## config.mk

```make
export PLATFORM = sky130hd
export DESIGN_NAME = fpaddsub_round_module
export DESIGN_NICKNAME = d
export VERILOG_FILES = /design/src/rtl/fp_pkg.sv /design/src/rtl/fpaddsub_round_decide.sv /design/src/rtl/fpaddsub_round_module.sv
export SDC_FILE = /design/constraint.sdc
export NUM_CORES = 1
export LEC_CHECK = 0
export CORE_ASPECT_RATIO = 0.6
export CORE_UTILIZATION = 40
export DETAILED_ROUTE_END_ITERATION = 10
export PLACE_DENSITY = 0.77
export RECOVER_POWER = 100
export SLEW_MARGIN = 20
export SYNTH_ARGS = -nofsm -noshare
export SYNTH_HDL_FRONTEND = slang
export SYNTH_SLANG_ARGS = --single-unit
```

## constraint.sdc

```tcl
create_clock -name clk -period 2 [get_ports clk]
set_clock_uncertainty 0.15 [all_clocks]
set_input_delay 0.3 -clock clk [delete_from_list [all_inputs] [get_ports clk]]
set_output_delay 0.3 -clock clk [all_outputs]
set_load 0.02 [all_outputs]
```

## src/rtl/fp_pkg.sv

```systemverilog
`default_nettype none
// fp_pkg: shared constants for the single-precision FP add/subtract pipeline.
// Rev 1.0
package fp_pkg;
  localparam int FP_EXP_W = 9;
  localparam int FP_MAN_W = 23;

  localparam logic [1:0] RM_RNE = 2'b00;
  localparam logic [1:0] RM_RTZ = 2'b01;
  localparam logic [1:0] RM_RUP = 2'b10;
  localparam logic [1:0] RM_RDN = 2'b11;
endpackage
`default_nettype wire

```

## src/rtl/fpaddsub_round_decide.sv

```systemverilog
`default_nettype none
// fpaddsub_round_decide: combinational round-up decision for the four IEEE-754 modes.
// Rev 1.0
module fpaddsub_round_decide
  import fp_pkg::*;
(
  input  logic       Sgn,
  input  logic       lsb,
  input  logic       R,
  input  logic       S,
  input  logic [1:0] RoundMode,
  output logic       up
);

  always_comb begin
    up = 1'b0;
    case (RoundMode)
      RM_RNE:  up = R & (S | lsb);
      RM_RTZ:  up = 1'b0;
      RM_RUP:  up = ~Sgn & (R | S);
      RM_RDN:  up = Sgn & (R | S);
      default: up = 1'b0;
    endcase
  end

endmodule
`default_nettype wire

```

## src/rtl/fpaddsub_round_module.sv

```systemverilog
`default_nettype none
// fpaddsub_round_module: final rounding stage; increments fraction, adjusts exponent, registers result.
// Rev 1.0
module fpaddsub_round_module
  import fp_pkg::*;
#(
  parameter int EXP_W = FP_EXP_W,
  parameter int MAN_W = FP_MAN_W
) (
  input  logic             clk,
  input  logic             rst,
  input  logic             Sgn,
  input  logic [EXP_W-1:0] NormE,
  input  logic [MAN_W-1:0] NormM,
  input  logic             R,
  input  logic             S,
  input  logic [1:0]       RoundMode,
  output logic [MAN_W-1:0] RoundM,
  output logic [EXP_W-1:0] RoundE,
  output logic             Inexact
);

  logic             up;
  logic [MAN_W:0]   sum;
  logic             carry;
  logic [MAN_W-1:0] next_m;
  logic [EXP_W-1:0] next_e;

  fpaddsub_round_decide u_decide (
    .Sgn       (Sgn),
    .lsb       (NormM[0]),
    .R         (R),
    .S         (S),
    .RoundMode (RoundMode),
    .up        (up)
  );

  always_comb begin
    sum   = {1'b0, NormM} + {{MAN_W{1'b0}}, up};
    carry = sum[MAN_W];
    // A carry out means the significand became 10.000..., i.e. 1.000 with exponent+1.
    next_m = carry ? '0 : sum[MAN_W-1:0];
    next_e = carry ? NormE + {{(EXP_W-1){1'b0}}, 1'b1} : NormE;
  end

  always_ff @(posedge clk or posedge rst) begin
    if (rst) begin
      RoundM  <= '0;
      RoundE  <= '0;
      Inexact <= 1'b0;
    end else begin
      RoundM  <= next_m;
      RoundE  <= next_e;
      Inexact <= R | S;
    end
  end

endmodule
`default_nettype wire

```

; ---- Yosys cells after proc, flatten, opt, wreduce, memory -nomap -nowiden
; Index checks and enable logic that the tools add are counted.
[word_totals]
word_cells = 18
output_inout_bits = 33
register_bits = 33
inputBits = 39
[classes]
bitwise_logic = 6
n_reduce_logical = 1
n_mux = 3
eq_ne = 3
n_addsub = 2
[op_table]
columns = cell, count
row1 = $add 23x1->24, 1
row2 = $mux 23, 1
row3 = $add 9x1->9 const B, 1
row4 = $mux 9, 1
row5 = $eq 2x2->1 const B, 2
row6 = $pmux 1 s4, 1
row7 = $and 1x1->1, 3
row8 = $eq 2x1->1 const B, 1
row9 = $logic_not 2->1, 1
row10 = $or 1x1->1, 2
row11 = $not 1->1, 1

; ---- Logic depth before layout (Yosys ltp)
; Gate-level depths: netlist of the first run.
[depth]
ltp_word = 5
depth_mapped = 12
ltp_nobuf = 12

; ---- By module
; A second synthesis of the first run with hierarchy kept.
[hier_totals]
hier_cells = 144
area_unflattened_um2 = 1576.5
[modules_own_cells]
columns = mod, n_inst, seq_area_each_um2, area_per_inst_um2, cells_each
row1 = fpaddsub_round_module, 1, 825.8, 1541.5, 139
row2 = fpaddsub_round_decide, 1, 0.0, 35.0, 5

; ---- Worst setup path after synthesis of the first run
; Ideal clock, no wire load.
[synth_timing]
path_type = input to register
startpoint = input RoundMode[0]
endpoint = register RoundM[18]
required_time_ps = 1724
t_arrival_ps = 2001
slack_ps = -277
setup_ps = 126
stages = 12
path_buffers = 0
cell_sequence = inv_1 a21oi_1 a31oi_1 o21ai_0 a21oi_1 ha_1 ha_1 nand4_1 nor3_1 nand4_1 nand3_1 o21ai_0
[synth_via]
elab_chain_len = 4
elab_cells_between_ends = 7
cone_classes = 1 x add/sub / 3 x eq/ne / 2 x mux / 1 x reduce/logical
[synth_rtl]
columns = element, line
row1 = "start, declared", fpaddsub_round_module.sv:17  ; input logic [1:0] RoundMode,
row2 = $eq 2x2->1 (tied with other cells), fpaddsub_round_decide.sv:17  ; case (RoundMode)
row3 = $pmux 1 s4 *, fpaddsub_round_decide.sv:17
row4 = $add 23x1->24 *, fpaddsub_round_module.sv:39  ; sum = {1'b0, NormM} + {{MAN_W{1'b0}}, up};
row5 = $mux 23 *, fpaddsub_round_module.sv:42  ; next_m = carry ? '0 : sum[MAN_W-1:0];
row6 = via next_m[18], fpaddsub_round_module.sv:26  ; logic [MAN_W-1:0] next_m;
row7 = "end signal, assigned", fpaddsub_round_module.sv:52  ; RoundM <= next_m;
row8 = "end, declared", fpaddsub_round_module.sv:18  ; output logic [MAN_W-1:0] RoundM,
; The timed path passes the listed nets; every way through them passes the cells marked *.

; ---- Worst setup path in the final report of the first run
[layout_timing]
startpoint = input RoundMode[0]
endpoint = register RoundM[10]
; The elaborated chain is that of the path after synthesis.

==> implementation parameters, run 1 <==
Parameter                              Value

Global routing
  Vias in the first global route    1741
  Number of antenna violations at the first check in global routing    0
  Pin count of the biggest net entering global routing    34
  Grt ovf    0
  Wire length of the first global-routing pass    8120 um
  Global routing usage summed across all routing layers    0.253

STA
  Total count of max-transition violations in the final report    0
  Tightest hold margin    127 ps
  Final cycle utilization of the critical path    1.02
  Final setup fails    3
  Time the final worst path needs with I/O delays and setup    2030 ps
  Setup repair after global routing missed its margin    true
  Final Hold Violating Endpoints    0
  Worst rel slew slack    0.441
  Peak Freq    493 MHz
  Final worst-path setup slack    -30.1 ps
  Actual transition at the worst max-transition pin    839 ps

Place
  Count of placed standard cells including taps    312
  GPL Wtd Cong    0.817
  Worst slack at placement    -782 ps
  PortBufs    71
  Final HPWL DP    3740 um

Finish
  Syn-to-layout area delta    82.3%
  Count of antenna diodes in the layout    0
  Finished Layout Cells    322
  Fraction of final layout cells with drive strength greater than 1    0.295
  Number of nets in the finished design    318
  Post-Route Utilization    0.776

Logic synthesis
  Synthesized-area fraction occupied by ao, oa, aoi and oai cells    0.0455
  Combinational family with the most area after synthesis    simple AND/OR/NAND/NOR gates
  Share of async-settable or async-resettable flops after synthesis    1.00
  Adder and majority gate portion of the synthesized area    0.0314
  Yosys Warn Count    0
  Multiplexer share of the synthesized area    0
  Post-synth EDFFs    0
  Number of instances in the synthesized netlist    148
  Synthesized cell area    1590 um^2
  Fraction of synthesized cell area in xor and xnor cells    0.142
  Post-Synthesis Net Count    191
  Part of the Yosys area used for sequential elements    0.518
  Area share of and/or/nand/nor cells after synthesis    0.244
  Synth Register Bits    33
  Average footprint of a synthesized cell    10.8 um^2
  Post-synth cell types    29
  Predominant post-synthesis flop cell    sky130_fd_sc_hd__dfrtp_1

Power
  Clock share of power    0.317
  Total power per unit cell area    558 nW/um^2
  Internal Dissipation    0.00119 W
  Share of total power consumed by net switching    0.266
  Leakage component of the power    1.28 nW
  Proportion of power drawn by flip-flops and latches    0.442
  Final total power    0.00162 W
  Switching component of the power    0.000431 W
  Logic gate share of total power    0.240
  Worst voltage drop across the vdd grid    0.399 mV

Run status
  Violations in the final reports    setup timing
  Run status    finished, violations left

Clocking
  Number of H-tree branching levels    2
  Master cell of the clock root buffer    sky130_fd_sc_hd__clkbuf_8
  Clock-pin slew of the registers on the worst-case setup and hold paths    70 ps
  Post-CTS Hold Fix Bufs    0
  Clock buffers created by TritonCTS    5
  CTS tree    done
  Number of clock sinks    33
  Maximum number of buffers from clock root to sink    2

Floorplanning
  Effective utilization at floorplan    0.426
  Die Span X    83.5 um
  Core area    3740 um^2
  Ports    72
  Placement Rows    17
  Height of the chip    50.9 um
  Total die area    4250 um^2

Routing
  Number of vias after detailed routing    1628
  Drt first-iter violations    68
  Mean routed wirelength per cell    15.5 um
  Via count normalized by instance count    5.06
  DRC viols    0
  Total Wirelength    5000 um
  Pre-Repair DR Iteration Count    4
  Post-route ant nets    0

Hold path
  Min-Delay Path Class    in -> reg

Setup path
  Path type of the worst setup path    in -> reg
  Crit start category    input pin
  Kind of end point of the critical path    register
  Biggest fanout along the worst timing path    4
  Startpoint of the worst setup timing path    RoundMode[0]
  Data required time at the worst endpoint    2030 ps
  Data arrival, critical path    2060 ps
  Crit path capture    RoundM[10]

Job
  Number of max-cap violations    0
==> worst min path at each step <==
stage / cells after the start / from / to / slack (ps)
2_1_floorplan: 1 / NormE[2] / RoundE[2] / 240
3_3_place_gp: 3 / rst / RoundM[15] / 560
3_5_place_dp: 3 / rst / RoundM[21] / 580
4_1_cts: 2 / S / Inexact / 210
5_1_grt: 2 / R / Inexact / 130
6_report: 2 / R / Inexact / 130
==> sequential cells by signal, summed over array words and instances (netlist names) <==
register  flops
RoundE        9
Inexact       1
RoundM       23
==> cells in the final DEF, fill, tap and decap left out, drive strengths merged <==
| cell type | synthesis | layout |
|---|---|---|
| and4 | 2 | 2 |
| nand2 | 15 | 15 |
| a21oi | 5 | 5 |
| or3 | 1 | 1 |
| nor3 | 4 | 4 |
| and2 | 2 | 2 |
| and3 | 5 | 5 |
| xor2 | 8 | 8 |
| o21ai | 5 | 5 |
| buf | 2 | 52 |
| xnor2 | 17 | 17 |
| inv | 3 | 3 |
| clkbuf | 0 | 10 |
| ha | 4 | 4 |
| nand3 | 13 | 13 |
| nor4 | 2 | 2 |
| clkdlybuf4s50 | 0 | 64 |
| and4b | 1 | 1 |
| dlygate4sd3 | 0 | 1 |
| dlygate4sd2 | 0 | 2 |
| nor2 | 12 | 12 |
| or2 | 2 | 2 |
| dfrtp | 33 | 33 |
| a31oi | 2 | 2 |
| nand4 | 9 | 9 |
| a21bo | 1 | 1 |
==> logic make-up after synthesis <==
group	after synthesis
simple gates	68
compound gates	13
fa+ha+maj	4
flops	33
buf+inv	5
xor+xnor	25
==> area by class of cell <==
type                    count  area (um^2)
clock buffers               7         86.3
well taps                  47         58.8
fillers                   239          837
flip-flops and latches     33          826
multi-input cells         110          825
inverters                   3         23.8
repair buffers            122         1090
==> per-layer routing <==
layer,share of wire,wire length [um],GRT usage,vias to the layer above
li1,-,-,-,764
met1,0.43,2150,0.299,780
met2,0.48,2380,0.433,71
met3,0.067,333,0.0759,13
met4,0.027,133,0.121,0
met5,0,0,0,-
==> repair_timing <==
item	in CTS	in global routing
gates resized for setup	17	19
endpoints found under the setup margin	31	24
pin swaps	10	9
buffers inserted	1	2
==> Yosys cell counts, types with 3 or more instances <==
master / count / area [um^2]
sky130_fd_sc_hd__nand3_1: 13 / 65.1
sky130_fd_sc_hd__dfrtp_1: 33 / 826
sky130_fd_sc_hd__and3_1: 5 / 31.3
sky130_fd_sc_hd__nor3_1: 4 / 20.0
sky130_fd_sc_hd__inv_1: 3 / 11.3
sky130_fd_sc_hd__nor2_1: 12 / 45.0
sky130_fd_sc_hd__xor2_1: 8 / 70.1
sky130_fd_sc_hd__o21ai_0: 5 / 25.0
sky130_fd_sc_hd__nand2_1: 14 / 52.6
sky130_fd_sc_hd__xnor2_1: 16 / 140
sky130_fd_sc_hd__nand4_1: 8 / 50.1
sky130_fd_sc_hd__ha_1: 4 / 50.1
sky130_fd_sc_hd__a21oi_1: 5 / 25.0
==> critical path: stages <==
cell and delay [ps]:
sky130_fd_sc_hd__buf_12 110, sky130_fd_sc_hd__inv_12 40, sky130_fd_sc_hd__a21oi_4 40, sky130_fd_sc_hd__a31oi_1 130
sky130_fd_sc_hd__o21ai_1 90, sky130_fd_sc_hd__a21oi_2 170, sky130_fd_sc_hd__ha_4 180, sky130_fd_sc_hd__ha_4 130
sky130_fd_sc_hd__nand4_1 160, sky130_fd_sc_hd__nor3_4 290, sky130_fd_sc_hd__buf_4 160, sky130_fd_sc_hd__buf_6 100
sky130_fd_sc_hd__xnor2_2 100, sky130_fd_sc_hd__nor2_1 60
==> power by group through the flow <==
stage	Clock (W)	Combinational, W	Sequential, W
after floorplan	0	0.0000746	0.000779
after global placement	0	0.000367	0.000728
after detailed placement	0	0.000377	0.000730
after CTS	0.000527	0.000382	0.000718
after global routing	0.000555	0.000414	0.000720
final	0.000515	0.000389	0.000717
==> stage by stage <==
step | area, um^2 | TNS, ps
after CTS | 2860 | 0
final | 2910 | -48.1
after detailed placement | 2750 | -20750
after global routing | 2910 | -663
after floorplan | 1640 | -237
after global placement | 2750 | -19120
Power figures use the tool's default switching activity.
==> run 2, diff against run 1 <==
Settings changed: SLEW_MARGIN 20 to 30.
==> results of run 2 <==
The final DEF is identical to that of run 1; final timing and power are the same.
==> RTL change, RTL diff (flow settings as in run 2) <==
The package constant `FP_MAN_W` goes from 23 to 19.
--- a/src/rtl/fp_pkg.sv
+++ b/src/rtl/fp_pkg.sv
@@ -4,5 +4,5 @@
 package fp_pkg;
   localparam int FP_EXP_W = 9;
-  localparam int FP_MAN_W = 23;
+  localparam int FP_MAN_W = 19;
 
   localparam logic [1:0] RM_RNE = 2'b00;
Ports: changed (resized NormM and RoundM); port bits go from 72 to 64. The function was not compared with the original's and may differ.
==> RTL change against run 2 <==
The flow still finishes with violations (setup timing). Setup slack improved by 0.0073 ns. Area after synthesis fell by 11%. Power fell by 11%. Final area fell by 12%. Routed wire length fell by 24%. First-iteration DRC count fell by 35%. Maximum frequency rose by 0.36%. Sequential cell count fell by 4. Critical endpoint is now RoundM[16]$_DFF_PP0_.
==> RTL change: results (changes against run 2) <==
** Power
- The reported leakage power was 1.08 nW (-16%).
- VDD IR max :: 0.400 mV (+0.32%)

** Critical path
- CP Data Arrival Time :: 2.03 ns (-0.03 ns)
- The maximum net fanout on the critical path is 5 (+1).

** Global route
- The number of global-route vias before repair was 1290 (-26%).
- The pin count of the biggest net entering global routing came to 30 (-12%).
- The global-route wire length before repair was 5790 um (-29%).
- The number of antenna violations at the first check in global routing was 0 (unchanged).
- Global-route usage over all layers :: 21.8% (-3.5 points)

** Synthesis
- Mapped Nets :: 169 (-12%)
- The most used flip-flop cell after synthesis is dfrtp_1.
- The number of synthesized flops with an enable pin came to 0 (unchanged).
- The count of cell types in the netlist was 29 (unchanged).
- The Yosys warning count came to 0 (unchanged).
- The share of flip-flops with an asynchronous set or reset after synthesis came to 100% (unchanged).
- Biggest area contributors in the synthesized netlist :: dfrtp_1 (51%), xnor2_1 (12%), nand3_1 (4.9%)
- The sequential fraction of the synthesis area is 51.1% (-0.66 points).
- Ranking of synthesized cells by instance count :: dfrtp_1 (29), xnor2_1 (19), nand3_1 (14), nor2_1 (13), nand2_1 (9)

** Timing
- Measured slew at the worst slew-check pin :: 0.718 ns (-0.120 ns)
- Setup slack after layout :: -0.0228 ns (+0.00731 ns)
- The final-report setup violation count came to 1 (-2).

** Place
- Final Wtd Congestion :: 0.798 (-2.2%)
- The half-perimeter wire length of the detailed placement result was 2850 um (-24%).
- Port Buffers :: 63 (-11%)
- Post-DP Area :: 0.00233 sq mm (-15%)

** Finish
- Share of cells above drive strength 1 :: 26.6% (-2.8 points)
- Top Registers :: RoundM (19), RoundE (9), Inexact (1)
- # diodes :: 0 (unchanged)
- The net total in the final layout is 271 (-15%).
- The count of filler cells inserted in the layout came to 233 (-2.5%).

** CTS
- The buffer depth of the longest clock path was 2 (unchanged).
- The tree is rooted in a clkbuf_8.
- The total CTS buffers was 5 (unchanged).
- Clock-pin slew was measured on the worst setup and hold paths at 0.06 ns.
- CTS H-tree depth :: 2 (unchanged)

** Drt
- The per-cell via count in the routed design is 4.81 (-4.8%).
- DR pass1 iterations :: 4 (unchanged)
- The initial DRC count came to 44 (-35%).
- The average wire length per cell after detail routing came to 13.7 um (-12%).

** Run status
- Run status :: complete, but fails checks
- The final reports fail on setup timing.

** Min path
- HP Class :: input pin to flop
==> RTL change: worst max-delay path, cell delays in order <==
cell      delay (ns)
buf_8           0.10
clkinv_4        0.04
a21oi_2         0.04
a31oi_1         0.17
o221a_4         0.21
ha_4            0.12
buf_6           0.09
ha_4            0.13
nand4_1         0.09
buf_6           0.15
nor4_4          0.30
xnor2_1         0.19
nor2_1          0.09
==> RTL change: cell type report <==
cell class,count,area (sq um),area share [%]
inverters,4,20.0,0.787
clock buffers,7,86.3,3.39
flip-flops and latches,29,726,28.5
well taps,45,56.3,2.21
multi-input cells,97,777,30.5
repair buffers,96,880,34.6
==> RTL change: stage by stage <==
stage	hold slack (ns)	cells	worst slack, ns	TNS (ns)
2_1_floorplan	0.228	131	-0.0399	-0.0932
3_3_place_gp	0.548	265	-0.481	-10.20
3_5_place_dp	0.562	265	-0.636	-12.82
4_1_cts	0.255	274	0.00278	0
5_1_grt	0.121	278	-0.116	-0.192
6_report	0.123	278	-0.0228	-0.0228
==> RTL change: timing repair <==
action,4_1_cts,5_1_grt
buffers inserted,2,4
pin swaps,11,8
gates cloned,0,0
gates resized for setup,21,16
setup endpoints to repair,27,18
==> RTL change: cells by family (layout without fill, tap and decap cells) <==
| family | after synthesis | after routing | synth area share [%] |
|---|---|---|---|
| simple gates | 63 | 63 | 25.1 |
| fa+ha+maj | 3 | 3 | 2.65 |
| flops | 29 | 29 | 51.1 |
| buf+inv | 5 | 107 | 1.85 |
| compound gates | 6 | 6 | 3.09 |
| mux | 1 | 1 | 0.794 |
| xor+xnor | 24 | 24 | 15.3 |
==> RTL change: worst paths after layout <==
| path | start | end | slack [ns] | cells after the start |
|---|---|---|---|---|
| max | RoundMode[0] | RoundM[16]$_DFF_PP0_ | -0.02 | 13 |
| min | R | Inexact$_DFF_PP0_ | 0.12 | 2 |
| max in group asynchronous | rst | RoundM[18]$_DFF_PP0_ | 0.72 | 3 |
| min in group asynchronous | rst | RoundM[17]$_DFF_PP0_ | 0.52 | 3 |
==> RTL change: power by group <==
| group | internal, mW | total, mW | leakage, nW | switching, mW |
|---|---|---|---|---|
| Sequential | 0.621 | 0.630 | 0.337 | 0.00896 |
| Clock | 0.272 | 0.474 | 0.0443 | 0.202 |
| Combinational | 0.185 | 0.342 | 0.697 | 0.157 |
| Total | 1.08 | 1.45 | 1.08 | 0.368 |
==> RTL change: per-layer routing <==
metal | vias up | part of all wire [%] | track usage [%]
li1 | 654 | - | -
met1 | 624 | 40 | 23.5
met2 | 50 | 49 | 38.6
met3 | 10 | 7.9 | 7.66
met4 | 0 | 3.1 | 15.3
met5 | - | 0 | 0
